## src/rtl/rv32_pkg.sv

```systemverilog
`default_nettype none
// +----------------------------------------------------------------------+
// | rv32_pkg : shared RV32I load/store encodings and MEM-stage FSM states |
// | Rev 1.0                                                              |
// +----------------------------------------------------------------------+
package rv32_pkg;

    localparam logic [2:0] F3_B  = 3'b000;
    localparam logic [2:0] F3_H  = 3'b001;
    localparam logic [2:0] F3_W  = 3'b010;
    localparam logic [2:0] F3_BU = 3'b100;
    localparam logic [2:0] F3_HU = 3'b101;

    typedef enum logic [0:0] {
        S_IDLE = 1'b0,
        S_RESP = 1'b1
    } state_t;

endpackage
`default_nettype wire

```

## src/rtl/mem_stage_if.sv

```systemverilog
`default_nettype none
// +----------------------------------------------------------------------+
// | mem_stage_if : data-memory req/gnt/rvalid bus                        |
// | Rev 1.0                                                              |
// +----------------------------------------------------------------------+
interface mem_stage_if;
    logic        req;
    logic        we;
    logic [31:0] addr;
    logic [3:0]  be;
    logic [31:0] wdata;
    logic        gnt;
    logic        rvalid;
    logic [31:0] rdata;

    modport master (output req, we, addr, be, wdata, input gnt, rvalid, rdata);
    modport slave  (input req, we, addr, be, wdata, output gnt, rvalid, rdata);
endinterface
`default_nettype wire

```

## src/rtl/mem_stage_lsu_align.sv

```systemverilog
`default_nettype none
// +----------------------------------------------------------------------+
// | lsu_align : byte-lane steering, load extension and legality check    |
// | Rev 1.0                                                              |
// +----------------------------------------------------------------------+
module lsu_align
    import rv32_pkg::*;
(
    input  wire logic [2:0]  funct3,
    input  wire logic [1:0]  addr_lo,
    input  wire logic        is_store,
    input  wire logic [31:0] rs2,
    input  wire logic [31:0] rdata,
    output logic [3:0]       be,
    output logic [31:0]      wdata,
    output logic [31:0]      load_data,
    output logic             illegal
);
    logic [7:0]  w_byte;
    logic [15:0] w_half;

    assign w_byte = 8'(rdata >> {addr_lo, 3'b000});
    assign w_half = addr_lo[1] ? rdata[31:16] : rdata[15:0];

    always_comb begin
        be        = 4'b0000;
        wdata     = rs2;
        load_data = 32'h0;
        illegal   = 1'b0;
        case (funct3)
            F3_B, F3_BU: begin
                be        = 4'b0001 << addr_lo;
                wdata     = {4{rs2[7:0]}};
                load_data = (funct3 == F3_B) ? {{24{w_byte[7]}}, w_byte} : {24'h0, w_byte};
                illegal   = is_store && (funct3 == F3_BU);
            end
            F3_H, F3_HU: begin
                be        = 4'b0011 << {addr_lo[1], 1'b0};
                wdata     = {2{rs2[15:0]}};
                load_data = (funct3 == F3_H) ? {{16{w_half[15]}}, w_half} : {16'h0, w_half};
                illegal   = addr_lo[0] || (is_store && (funct3 == F3_HU));
            end
            F3_W: begin
                be        = 4'hF;
                load_data = rdata;
                illegal   = |addr_lo;
            end
            // funct3 3/6/7 are reserved for both loads and stores
            default: illegal = 1'b1;
        endcase
    end
endmodule
`default_nettype wire

```

## src/rtl/mem_stage.sv

```systemverilog
`default_nettype none
// +----------------------------------------------------------------------+
// | mem_stage : RV32I MEM-stage load/store unit with MEM/WB register     |
// | Rev 1.0                                                              |
// +----------------------------------------------------------------------+
module mem_stage
    import rv32_pkg::*;
(
    input  wire logic        clk,
    input  wire logic        rst_n,
    input  wire logic [31:0] alu_MEM,
    input  wire logic [31:0] rs2_mem_data_MEM,
    input  wire logic [2:0]  funct3_MEM,
    input  wire logic        MemRead_MEM,
    input  wire logic        MemWrite_MEM,
    input  wire logic        RegWrite_MEM,
    input  wire logic        MemtoReg_MEM,
    input  wire logic [4:0]  rd_MEM,
    mem_stage_if.master      dmem,
    output logic             stall_MEM,
    output logic [31:0]      alu_WB,
    output logic [31:0]      load_data_WB,
    output logic             RegWrite_WB,
    output logic             MemtoReg_WB,
    output logic [4:0]       rd_WB,
    output logic             misalign_err_WB
);
    state_t      r_state, w_state_nxt;
    logic        w_is_store, w_access, w_bad, w_illegal, w_legal;
    logic [31:0] w_load_data;
    logic [31:0] r_alu, r_ld;
    logic        r_rw, r_m2r, r_err;
    logic [4:0]  r_rd;

    assign w_is_store = MemWrite_MEM & ~MemRead_MEM;
    assign w_access   = MemRead_MEM | MemWrite_MEM;
    assign w_illegal  = w_access & w_bad;
    assign w_legal    = w_access & ~w_bad;

    lsu_align u_align (
        .funct3    (funct3_MEM),
        .addr_lo   (alu_MEM[1:0]),
        .is_store  (w_is_store),
        .rs2       (rs2_mem_data_MEM),
        .rdata     (dmem.rdata),
        .be        (dmem.be),
        .wdata     (dmem.wdata),
        .load_data (w_load_data),
        .illegal   (w_bad)
    );

    assign dmem.we   = w_is_store;
    assign dmem.addr = {alu_MEM[31:2], 2'b00};

    always_comb begin
        w_state_nxt = r_state;
        dmem.req    = 1'b0;
        stall_MEM   = 1'b0;
        if (rst_n) begin
            case (r_state)
                S_IDLE: begin
                    if (w_legal) begin
                        dmem.req = 1'b1;
                        if (w_is_store) begin
                            stall_MEM = ~dmem.gnt;
                        end else begin
                            stall_MEM = 1'b1;
                            if (dmem.gnt) w_state_nxt = S_RESP;
                        end
                    end
                end
                S_RESP: begin
                    stall_MEM = ~dmem.rvalid;
                    if (dmem.rvalid) w_state_nxt = S_IDLE;
                end
                default: w_state_nxt = S_IDLE;
            endcase
        end
    end

    always_ff @(posedge clk) begin
        if (!rst_n) begin
            r_state <= S_IDLE;
            r_alu   <= 32'h0;
            r_ld    <= 32'h0;
            r_rw    <= 1'b0;
            r_m2r   <= 1'b0;
            r_rd    <= 5'd0;
            r_err   <= 1'b0;
        end else begin
            r_state <= w_state_nxt;
            if (stall_MEM) begin
                r_alu <= 32'h0;
                r_ld  <= 32'h0;
                r_rw  <= 1'b0;
                r_m2r <= 1'b0;
                r_rd  <= 5'd0;
                r_err <= 1'b0;
            end else begin
                // an unstalled cycle in RESP is exactly the rvalid cycle of a load
                r_alu <= alu_MEM;
                r_ld  <= (r_state == S_RESP) ? w_load_data : 32'h0;
                r_rw  <= RegWrite_MEM & ~w_illegal;
                r_m2r <= MemtoReg_MEM;
                r_rd  <= rd_MEM;
                r_err <= w_illegal;
            end
        end
    end

    assign alu_WB          = r_alu;
    assign load_data_WB    = r_ld;
    assign RegWrite_WB     = r_rw;
    assign MemtoReg_WB     = r_m2r;
    assign rd_WB           = r_rd;
    assign misalign_err_WB = r_err;
endmodule
`default_nettype wire

```

## src/flat_wrapper.sv

```systemverilog
// flat-port wrapper written by rule: the top's interface ports become plain ports
module mem_stage_flat import rv32_pkg::*;
  (clk, rst_n, alu_MEM, rs2_mem_data_MEM, funct3_MEM, MemRead_MEM, MemWrite_MEM, RegWrite_MEM, MemtoReg_MEM, rd_MEM, stall_MEM, alu_WB, load_data_WB, RegWrite_WB, MemtoReg_WB, rd_WB, misalign_err_WB, dmem_req, dmem_we, dmem_addr, dmem_be, dmem_wdata, dmem_gnt, dmem_rvalid, dmem_rdata);
  mem_stage_if dmem_i ();
  input  wire logic clk;
  input  wire logic rst_n;
  input  wire logic [31:0] alu_MEM;
  input  wire logic [31:0] rs2_mem_data_MEM;
  input  wire logic [2:0] funct3_MEM;
  input  wire logic MemRead_MEM;
  input  wire logic MemWrite_MEM;
  input  wire logic RegWrite_MEM;
  input  wire logic MemtoReg_MEM;
  input  wire logic [4:0] rd_MEM;
  output logic stall_MEM;
  output logic [31:0] alu_WB;
  output logic [31:0] load_data_WB;
  output logic RegWrite_WB;
  output logic MemtoReg_WB;
  output logic [4:0] rd_WB;
  output logic misalign_err_WB;
  output wire logic [$bits(dmem_i.req)-1:0] dmem_req;
  output wire logic [$bits(dmem_i.we)-1:0] dmem_we;
  output wire logic [$bits(dmem_i.addr)-1:0] dmem_addr;
  output wire logic [$bits(dmem_i.be)-1:0] dmem_be;
  output wire logic [$bits(dmem_i.wdata)-1:0] dmem_wdata;
  input wire logic [$bits(dmem_i.gnt)-1:0] dmem_gnt;
  input wire logic [$bits(dmem_i.rvalid)-1:0] dmem_rvalid;
  input wire logic [$bits(dmem_i.rdata)-1:0] dmem_rdata;
  assign dmem_req = dmem_i.req;
  assign dmem_we = dmem_i.we;
  assign dmem_addr = dmem_i.addr;
  assign dmem_be = dmem_i.be;
  assign dmem_wdata = dmem_i.wdata;
  assign dmem_i.gnt = dmem_gnt;
  assign dmem_i.rvalid = dmem_rvalid;
  assign dmem_i.rdata = dmem_rdata;
  mem_stage u_core (.clk(clk), .rst_n(rst_n), .alu_MEM(alu_MEM), .rs2_mem_data_MEM(rs2_mem_data_MEM), .funct3_MEM(funct3_MEM), .MemRead_MEM(MemRead_MEM), .MemWrite_MEM(MemWrite_MEM), .RegWrite_MEM(RegWrite_MEM), .MemtoReg_MEM(MemtoReg_MEM), .rd_MEM(rd_MEM), .dmem(dmem_i), .stall_MEM(stall_MEM), .alu_WB(alu_WB), .load_data_WB(load_data_WB), .RegWrite_WB(RegWrite_WB), .MemtoReg_WB(MemtoReg_WB), .rd_WB(rd_WB), .misalign_err_WB(misalign_err_WB));
endmodule
```

## config.mk

```make
export PLATFORM = sky130hd
export DESIGN_NAME = mem_stage_flat
export DESIGN_NICKNAME = d
export VERILOG_FILES = /design/src/rtl/rv32_pkg.sv /design/src/rtl/mem_stage_if.sv /design/src/rtl/mem_stage_lsu_align.sv /design/src/rtl/mem_stage.sv /design/src/flat_wrapper.sv
export SDC_FILE = /design/constraint.sdc
export NUM_CORES = 1
export LEC_CHECK = 0
export CORE_UTILIZATION = 33
export DETAILED_ROUTE_END_ITERATION = 8
export PLACE_DENSITY = 0.86
export SETUP_SLACK_MARGIN = 0.5
export SLEW_MARGIN = 30
export SYNTH_ARGS = -nofsm -noshare
export SYNTH_HDL_FRONTEND = slang
export SYNTH_SLANG_ARGS = --single-unit
```

## constraint.sdc

```tcl
create_clock -name clk -period 2.84 [get_ports clk]
set_clock_uncertainty 0.1 [all_clocks]
set_input_delay 0.568 -clock clk [delete_from_list [all_inputs] [get_ports clk]]
set_output_delay 0.568 -clock clk [all_outputs]
set_load 0.01 [all_outputs]
```

==> results_dict.tcl <==
set metrics [dict create \
    status "finished clean" \
    cts_tree "done" \
    finalCritPeriodShare 0.867 \
    htree_levels 3 \
    multiInputGateArea_um2 1370 \
    synthSimpleGateAreaFrac 0.149 \
    io_pins 255 \
    clk_latency_ns 0.33 \
    synth_top_family_by_area "simple AND/OR/NAND/NOR gates" \
    cts_made_buffers 9 \
    cp_max_fo 4 \
    synth-compound-area-share 0.148 \
    fin_area_um2 6000 \
    syn_inst 314 \
    register_area_um2 1460 \
    synth_fa_ha_area_frac 0 \
    crit_arrival_ns 1.79 \
    clock_sinks 73 \
    synth_enable_flop_cells 0 \
    overflow 0 \
    fmax_ghz 0.406 \
    grt_setup_unrepaired "yes" \
    clk_pin_slew_ns 0.07 \
    path_class "input pin to output port" \
    portBuffers 252 \
    fillerInstances 749 \
    num_vias 3234 \
    synth_flop_cell "dfxtp_1" \
    yosysTopAreaCell "dfxtp_1" \
    leakage_nw 2.59 \
    hold_viol_final 0 \
    start_kind "input pin" \
    ctsHoldBuffers 0 \
    initial_utilization 0.343 \
    grt_max_degree 40 \
    setup_violations 0 \
    hp-class "input pin to flop" \
    synthMuxAreaShare 0.116 \
    maxCapViolCount 0 \
    max_stage_delay_ns 0.39 \
    final_nets 660 \
    period_minus_slack_ns 2.46 \
    area_growth_pct 87.3 \
    die_x_um 101 \
    setup_tns_ns 0 \
    ys_ff_latch 73 \
    antenna_left 0 \
    synth_xor_area_frac 0 \
    power_density_nw_per_um2 438 \
    cts-root-buf "clkbuf_8" \
    ys_seq_area_frac 0.456 \
    gp_congestion 0.798 \
    synth_cell_types 39 \
    grt_pass1_wl_mm 16.2 \
    viasPerCell 4.74 \
    antenna_found_initial 0 \
    synth_most_common_cell "dfxtp_1" \
    drt_iter0_drc 135 \
    syn-cell-area_um2 3200 \
    worstPathRequired_ns 2.17 \
    critPathSlowestCell "or3b_4" \
    num_rows 35 \
    synth_warnings 0 \
    die_area_um2 10100 \
    placed_cell_area_um2 5680 \
    dp_hpwl_mm 8.64 \
    synth.area.top_cells "dfxtp_1 (46%), buf_4 (9.6%), mux2_2 (8.1%), and2_1 (5.7%), a21o_1 (4.0%)" \
    final_core_util 0.643 \
    drive_gt1_frac 0.193 \
    yosys-top-cells-count "dfxtp_1 (73), buf_4 (41), and2_1 (29), mux2_2 (23), a21o_1 (17)" \
    n_antenna_cell 0 \
    grt_use_total 0.212 \
    cts_buffer_depth 2 \
    wl_per_cell_um 16.5 \
    cp_cell_sequence "buf_8, or3b_4, o32a_4, nor3_4, o21a_1, buf_2" \
    wl_mm 11.3 \
    crit_path_end_kind "output port" \
    worst_ir_drop_vdd_uv 213 \
    async_flop_share 0 \
    drc 0 \
    dr.pass1.iters 5 \
    fin_cells 682 \
    grt_pass1_vias 3292 \
    slew_violations 0 \
    place_inst 660 \
    die_h_um 101 \
    avgSynthCellArea_um2 10.2 \
    synth.top_cell.area_share 0.456 \
    core_area_um2 9330 \
]
==> critical path: cells and delay by family <==
family	cells	cell delay [ns]
AND/OR/NAND/NOR	2	0.51
buffers and inverters	2	0.23
AO/OA/AOI/OAI	2	0.48
==> placed cells by master, fill, tap and decap left out, types with 5 or more instances in the layout <==
master	n
buf_4	21
a21o_1	17
dfxtp_1	73
mux2_2	23
dlygate4sd2_1	15
a21oi_1	12
clkbuf_2	8
o21ai_0	9
nand2_1	11
and2_4	10
a222oi_1	7
mux2i_1	9
dlymetal6s2s_1	7
buf_2	5
and2_1	29
nor2_1	9
clkdlybuf4s50_1	207
a22oi_1	9
clkbuf_8	10
clkdlybuf4s15_1	5
==> final timing paths <==
path | from | end | slack [ns] | depth (start not counted)
worst max-delay path | funct3_MEM[0] | stall_MEM | 0.38 | 6
worst min-delay path | funct3_MEM[2] | u_core.load_data_WB[31] | 0.46 | 3
worst min register to register | u_core.r_state | u_core.r_state | 0.70 | 2
worst max register to register | u_core.r_state | u_core.load_data_WB[18] | 1.10 | 4
==> flip-flops by register name (all words and copies together), names as in the netlist <==
| name | count |
|---|---|
| u_core.misalign_err_WB | 1 |
| u_core.alu_WB | 32 |
| u_core.load_data_WB | 32 |
| u_core.rd_WB | 5 |
| u_core.MemtoReg_WB | 1 |
| u_core.r_state | 1 |
| u_core.RegWrite_WB | 1 |
==> layer usage <==
layer  vias to the layer above  GRT usage  part of all wire
li1                       1520          -                 -
met1                      1513      0.212              0.35
met2                       173      0.408              0.54
met3                        28     0.0527             0.075
met4                         0     0.0970             0.028
met5                         -          0                 0
==> stage by stage <==
stage	total power [mW]	hold WS (ns)	worst slack, ns
3_5_place_dp	1.73	0.607	-0.539
4_1_cts	2.65	0.432	0.292
5_1_grt	2.73	0.440	0.336
2_1_floorplan	1.35	0.547	0.368
6_report	2.63	0.456	0.378
3_3_place_gp	1.72	0.587	-0.509
==> area by class of cell <==
class,count,area share
Tap cell,129,0.0269
Clock buffer,10,0.0230
Sequential cell,73,0.244
Multi-Input combinational cell,179,0.229
Clock inverter,6,0.0150
Inverter,4,0.00250
Timing Repair Buffer,281,0.460
==> report_power, final <==
part	internal (mW)	switching, mW
registers	1.06	0.0110
clock network	0.522	0.398
logic	0.390	0.243
total	1.97	0.652
==> repair_timing <==
action | in CTS | in global routing
pin swaps | 6 | 5
buffers inserted | 5 | 0
resized for setup | 88 | 27
cloned | 1 | 0
endpoints found under the setup margin | 94 | 24
==> cell families (layout without fill, tap and decap cells) <==
kind of cell	after synthesis	after routing
muxes	33	33
buffers and inverters	63	301
AOI/OAI and AO/OA	65	65
other	1	2
DFF	73	73
and+or+nand+nor	79	79
No activity file was read; power rests on OpenSTA's default activity.
